<file path="config.mk">
export PLATFORM = sky130hd
export DESIGN_NAME = commit_unit_l1
export DESIGN_NICKNAME = d
export VERILOG_FILES = /design/src/rtl/commit_unit_l1.sv
export SDC_FILE = /design/constraint.sdc
export NUM_CORES = 2
export LEC_CHECK = 0
export CORE_MARGIN = 5
export CORE_UTILIZATION = 62
export DETAILED_ROUTE_END_ITERATION = 7
export PLACE_DENSITY_LB_ADDON = 0.2
export SYNTH_ARGS = -nofsm -noshare
export SYNTH_HDL_FRONTEND = slang
export SYNTH_SLANG_ARGS = --single-unit
</file>
<file path="constraint.sdc">
create_clock -name clk -period 3.3 [get_ports clk]
set_input_delay 0.66 -clock clk [delete_from_list [all_inputs] [get_ports clk]]
set_output_delay 0.66 -clock clk [all_outputs]
set_load 0.1 [all_outputs]
</file>
<file path="src/rtl/commit_unit_l1.sv">
// In-order commit unit: buffers out-of-order completions by sequence number and
// retires them in order, one per cycle. Optional macro: COMMIT_UNIT_BYPASS_EN.
module commit_unit_l1 #(
  parameter int unsigned p_seq_num_bits = 5
) (
  input  logic                      clk,
  input  logic                      rst,
  input  logic                      complete_val,
  output logic                      complete_rdy,
  input  logic [p_seq_num_bits-1:0] complete_seq_num,
  input  logic [31:0]               complete_pc,
  input  logic [4:0]                complete_waddr,
  input  logic [31:0]               complete_wdata,
  input  logic                      complete_wen,
  output logic [31:0]               commit_pc,
  output logic [p_seq_num_bits-1:0] commit_seq_num,
  output logic [4:0]                commit_waddr,
  output logic [31:0]               commit_wdata,
  output logic                      commit_wen,
  output logic                      commit_val,
  output logic                      err
);

  localparam int unsigned DEPTH = 2 ** p_seq_num_bits;

  logic [DEPTH-1:0]          valid;
  logic [31:0]               pc_q    [DEPTH];
  logic [4:0]                waddr_q [DEPTH];
  logic [31:0]               wdata_q [DEPTH];
  logic                      wen_q   [DEPTH];
  logic [p_seq_num_bits-1:0] head;

  logic accept;
  logic bypass;
  logic write;
  logic commit_fire;

  assign complete_rdy = rst;

  always_comb begin
    accept = complete_val & complete_rdy;
    bypass = 1'b0;
`ifdef COMMIT_UNIT_BYPASS_EN
    bypass = accept && (complete_seq_num == head) && !valid[head];
`endif
    write       = accept & ~bypass;
    commit_fire = valid[head] | bypass;
  end

  // Payload is zeroed whenever nothing commits, which also covers reset.
  always_comb begin
    commit_val     = commit_fire;
    commit_seq_num = head;
    commit_pc      = '0;
    commit_waddr   = '0;
    commit_wdata   = '0;
    commit_wen     = 1'b0;
    if (bypass) begin
      commit_pc    = complete_pc;
      commit_waddr = complete_waddr;
      commit_wdata = complete_wdata;
      commit_wen   = complete_wen;
    end else if (valid[head]) begin
      commit_pc    = pc_q[head];
      commit_waddr = waddr_q[head];
      commit_wdata = wdata_q[head];
      commit_wen   = wen_q[head];
    end
  end

  always_ff @(posedge clk) begin
    if (write) begin
      pc_q[complete_seq_num]    <= complete_pc;
      waddr_q[complete_seq_num] <= complete_waddr;
      wdata_q[complete_seq_num] <= complete_wdata;
      wen_q[complete_seq_num]   <= complete_wen;
    end
  end

  // A duplicate landing on head in its commit cycle is consumed by that commit.
  always_ff @(posedge clk or negedge rst) begin
    if (!rst) begin
      valid <= '0;
      head  <= '0;
      err   <= 1'b0;
    end else begin
      if (write) begin
        valid[complete_seq_num] <= 1'b1;
        if (valid[complete_seq_num]) err <= 1'b1;
      end
      if (valid[head]) valid[head] <= 1'b0;
      if (commit_fire) head <= head + 1'b1;
    end
  end

endmodule

</file>
# Word-level counts from Yosys, hierarchy flattened
# Memories as Yosys holds them, arrays and structs flattened.
# Index checks and enable logic that the tools add are counted.
# W data, S select, Z words.
# word_totals
output_inout_bits,78
word_cells,35
input_bits,78
n_memories,4
ramBits,2240
reg_bits,38
# op_classes
n_addsub,1
n_mux,16
n_bitwise,4
n_reduce_logical,3
magnitude_cmp,4
# memory_table
name,depth,width,rd,rd_ports_with_merged_regs,write_ports,line,source
pc_q,32,32,1,0,1,27,logic [31:0] pc_q [DEPTH];
wdata_q,32,32,1,0,1,29,logic [31:0] wdata_q [DEPTH];
waddr_q,32,5,1,0,1,28,logic [4:0] waddr_q [DEPTH];
wen_q,32,1,1,0,1,30,logic wen_q [DEPTH];
# op_table
cell,count
$mux W32,4
$and A32 B32 Y32,1
$not A32 Y32,1
$or A32 B32 Y32,1
$lt A5 B6 Y1 const B,2
$bmux W1 S5,2
$demux W1 S5,2
$ge A5 B1 Y1 const B,2
$mux W1,7
$add A5 B1 Y5 const B,1
$mux W5,1
$logic_and A1 B1 Y1,2
$reduce_and A2 Y1,1
$and A1 B1 Y1,1

# Longest topological paths before layout
# logic_depth
word_depth,8
ltp_mapped,10
ltp_nobuf,6

# Worst setup path before layout
# OpenSTA, ideal clock, no wires.
# synth_timing
path_kind,input to register
startpoint,input port complete_seq_num[0]
endpoint,memory pc_q[12][0] (enable)
t_arrival_ps,4464
required_ps,2800
path_buffers,2
setup_time_ps,500
setup_slack_ps,-1665
path_stages,4
path_cell_list,buf_1 -> or3_1 -> clkbuf_1 -> nor2_1
# synth_lines
element,line,source
"start, declared",10,"input logic [p_seq_num_bits-1:0] complete_seq_num,"
"end, declared",27,
# Straight into the memory's write port.

# Worst setup path after layout
# layout_timing
startpoint,register head[0] (netlist: commit_seq_num[0])
endpoint,output port commit_wdata[4]
# layout_between
elab_chain_cells,3
word_cells_on_any_way,4
cone_classes,mux: 3; memory: 1
# layout_rtl
element,line,source
"start, declared",31,logic [p_seq_num_bits-1:0] head;
"start signal, assigned",92,if (commit_fire) head <= head + 1'b1;
$bmux W1 S5,63,end else if (valid[head]) begin
$mux W1 (not written as such),63,
$mux W32 (*),63,
"end, declared",18,"output logic [31:0] commit_wdata,"
# Mark *: on every way between the ends. The rest lies on a longest branch, timed or not. The select of a mux whose other input is x is not followed.

==> flow_metrics.py <==
metrics = {
    "synthesis": {
        "synth_area_leaders": "edfxtp_1 (78%), mux4_2 (15%), a22oi_1 (1.2%)",
        "yosysSeqAreaShare_pct": 79.6,
        "synthArstFlopShare_pct": 1.67,
        "synthTopCellsByCount": "edfxtp_1 (2240), mux4_2 (568), a22oi_1 (141), clkbuf_1 (132), a31oi_1 (99)",
        "ys_types": 45,
        "netlist_area_sq_um": 85700,
        "avgSynthCellArea_sq_um": 23.9,
        "synth_seq_cells": 2278,
        "ys_warn_count": 0,
        "ys_dominant_reg_cell": "edfxtp_1",
        "syn_inst": 3591,
        "synth-edff-count": 2240,
        "syn-num-nets": 3673,
        "post-synth-top-count-cell": "edfxtp_1",
        "yosysTopAreaCell": "edfxtp_1",
        "synth_top_area_share_pct": 78.5,
    },
    "finish": {
        "drive_above_1_share_pct": 35.3,
        "seq_area_sq_um": 68200,
        "final_cell_area_sq_um": 103000,
        "nets": 4255,
        "multi_input_area_sq_um": 18300,
        "fillers": 6928,
        "area.growth.synth_to_final_pct": 20.3,
        "fin_cells": 6144,
    },
    "critical_path": {
        "arrival_ns": 3.65,
        "critPathRequiredTime_ns": 2.64,
        "r2r-end": "commit_seq_num[4]",
        "path_cells": "buf_12, buf_6, mux2_2, a21oi_1, nand4_1, o21ai_4, buf_6, buf_16, buf_16, a31oi_4, buf_12",
        "worstPathMaxFanout": 8,
        "critPathMaxStageDelay_ns": 0.52,
        "cp-end-kind": "primary output",
        "criticalPathCategory": "register to primary output",
        "cp_top_family": "buffers and inverters",
        "crit_slowest_cell": "dfrtp_4",
        "reg2reg_depth": 19,
        "r2r-start": "commit_seq_num[0]",
        "worstSetupStartpointType": "register",
        "path_buf_inv": 6,
        "r2r_setup_slack_ns": -0.11,
    },
    "sta": {
        "skew_ns": 0.0176,
        "maxSlewHeadroom_pct": 17.8,
        "finalSetupViolations": 72,
        "rsz0062_at_grt": "true",
        "layout_setup_ws_ns": -1.01,
        "slew_viol_final": 0,
        "fin_crit_sh_pct": 130,
        "post-route-min-period_ns": 4.31,
        "fin_setup_tns_ns": -66.65,
        "worst_slew_pin_slew_ns": 1.23,
        "hold_violations": 0,
        "max_freq_ghz": 0.232,
    },
    "clock_tree": {
        "cts.sinks": 2278,
        "h-tree-depth": 4,
        "cts-root-buf": "clkbuf_16",
        "insertion_delay_ns": 0.86,
        "numCtsBuffers": 211,
        "clk_pin_slew_ns": 0.06,
        "clockBufferDepth": 3,
        "cts_tree": "done",
    },
    "drt": {
        "via_per_inst": 7.31,
        "drtIter0Drc": 6918,
        "vias": 44900,
        "wirelength_microns": 239000,
        "drt_first_pass_iters": 8,
        "remaining_drc_errors": 0,
        "wl_per_cell_microns": 38.8,
        "drtAntennaViolNets": 0,
    },
    "global_route": {
        "grt_pass1_vias": 46000,
        "grt_max_degree": 55,
        "antenna_found_initial": 11,
        "grt_pass1_wl_microns": 337000,
        "grt_overflow_total": 0,
        "grt_usage_pct": 32.9,
    },
    "placement": {
        "io_buffer_count": 155,
        "place_inst": 5687,
        "placed_area_sq_um": 95000,
        "place_ws_ns": -0.122,
        "dp_hpwl_microns": 119000,
        "gp_congestion": 0.845,
    },
    "floorplanning": {
        "die-height_microns": 382,
        "initial_utilization_pct": 62.3,
        "ios": 156,
        "rows": 136,
        "die_width_microns": 382,
        "core_area_sq_um": 137000,
        "die-area_sq_um": 146000,
    },
    "outcome": {
        "failed_checks": "setup timing",
        "status": "complete, but fails checks",
    },
    "flow_run": {
        "drv_cap": 0,
    },
    "hold_path": {
        "min_path_type": "primary input to asynchronous set/reset pin",
    },
    "power_and_ir_drop": {
        "ir_worst_vdd_uv": 1240,
        "powerDensity_nw_per_um2": 903,
        "p_leak_nw": 32.4,
    },
}
==> metrics by stage <==
stage	util, %	hold WS, ns	total power, mW
final	75.0	0.205	93.1
after global routing	75.0	0.187	95.8
after CTS	74.9	0.158	92.8
after detailed placement	69.1	0.510	66.6
after global placement	69.1	0.499	66.1
after floorplan	-	0.364	54.4
==> worst reg2reg max path: cells and delay by family, from the launching register on <==
kind	cells	cell delay [ns]
AND/OR/NAND/NOR	1	0.21
multiplexers	1	0.22
buffers and inverters	14	1.79
AO/OA/AOI/OAI	2	0.39
XOR/XNOR	1	0.18
flip-flops	1	0.56
==> area by class of cell <==
type | instances | share of cell area, %
well taps | 1794 | 2.18
diodes | 6 | 0.0146
clock buffers | 269 | 5.40
inverters | 10 | 0.0388
clock inverters | 115 | 1.03
flip-flops and latches | 2278 | 66.2
multi-input cells | 1092 | 17.7
repair buffers | 580 | 7.41
==> worst max-delay path by stage <==
stage / endpoint / depth (start not counted) / slack, ns / startpoint
final: commit_wdata[4] / 11 / -1.01 / commit_seq_num[0]
after global routing: commit_wdata[4] / 11 / -1.05 / commit_seq_num[0]
after CTS: commit_wdata[4] / 10 / -0.88 / commit_seq_num[0]
after detailed placement: commit_wdata[3] / 9 / -0.12 / commit_seq_num[0]
after global placement: commit_wdata[21] / 9 / -0.12 / commit_seq_num[0]
after floorplan: pc_q[17][0] / 3 / -0.65 / complete_seq_num[0]
==> layer usage <==
layer	part of all wire [%]	global-route usage, %
met5	0.016	0
met4	4.8	13.7
met3	12	7.35
met2	50	53.9
met1	34	43.6
==> report_power, final <==
group	switching [mW]	internal (mW)	leakage [nW]
logic	20.7	16.2	8.54
clock network	10.6	13.1	3.23
registers	0.293	32.2	20.6
==> what timing repair did <==
item	in CTS	in global routing
cloned	11	0
pin swaps	10	9
buffers inserted	51	5
endpoints found under the setup margin	71	72
gates resized for setup	107	22
hold endpoints to repair	1	0
hold buffers	1	0
==> cell families after synthesis <==
kind of cell             count (synthesis)  synth area share (%)
flip-flops                            2278                  79.6
multiplexers                           584                  15.1
AO/OA/AOI/OAI                          397                  3.55
buffers and inverters                  221                  1.08
AND/OR/NAND/NOR                        103                 0.575
XOR/XNOR                                 4                0.0409
adder cells (fa/ha/maj)                  4                0.0584
==> cell usage in the layout (no fill, tap or decap), drive strengths merged, types with 3 or more instances in the layout <==
cell,instances
a22o,71
nor2,67
inv,22
ha,4
nand2,4
a22oi,141
clkinv,84
mux4,568
o22ai,3
a31oi,99
a221oi,70
diode,6
bufinv,14
nor3b,3
nand4,3
o22a,4
clkdlybuf4s50,76
buf,497
mux2i,7
mux2,9
dfrtp,38
or3,3
edfxtp,2240
bufbuf,6
nand3b,5
clkbuf,269
clkinvlp,5
nand3,3
xnor2,3
==> state kept, by name (all words and copies together), names as in the netlist <==
register	count
pc_q	1024
err	1
wen_q	32
commit_seq_num	5
valid	32
wdata_q	1024
waddr_q	160
Note: power is estimated with default switching activity, not from simulation.
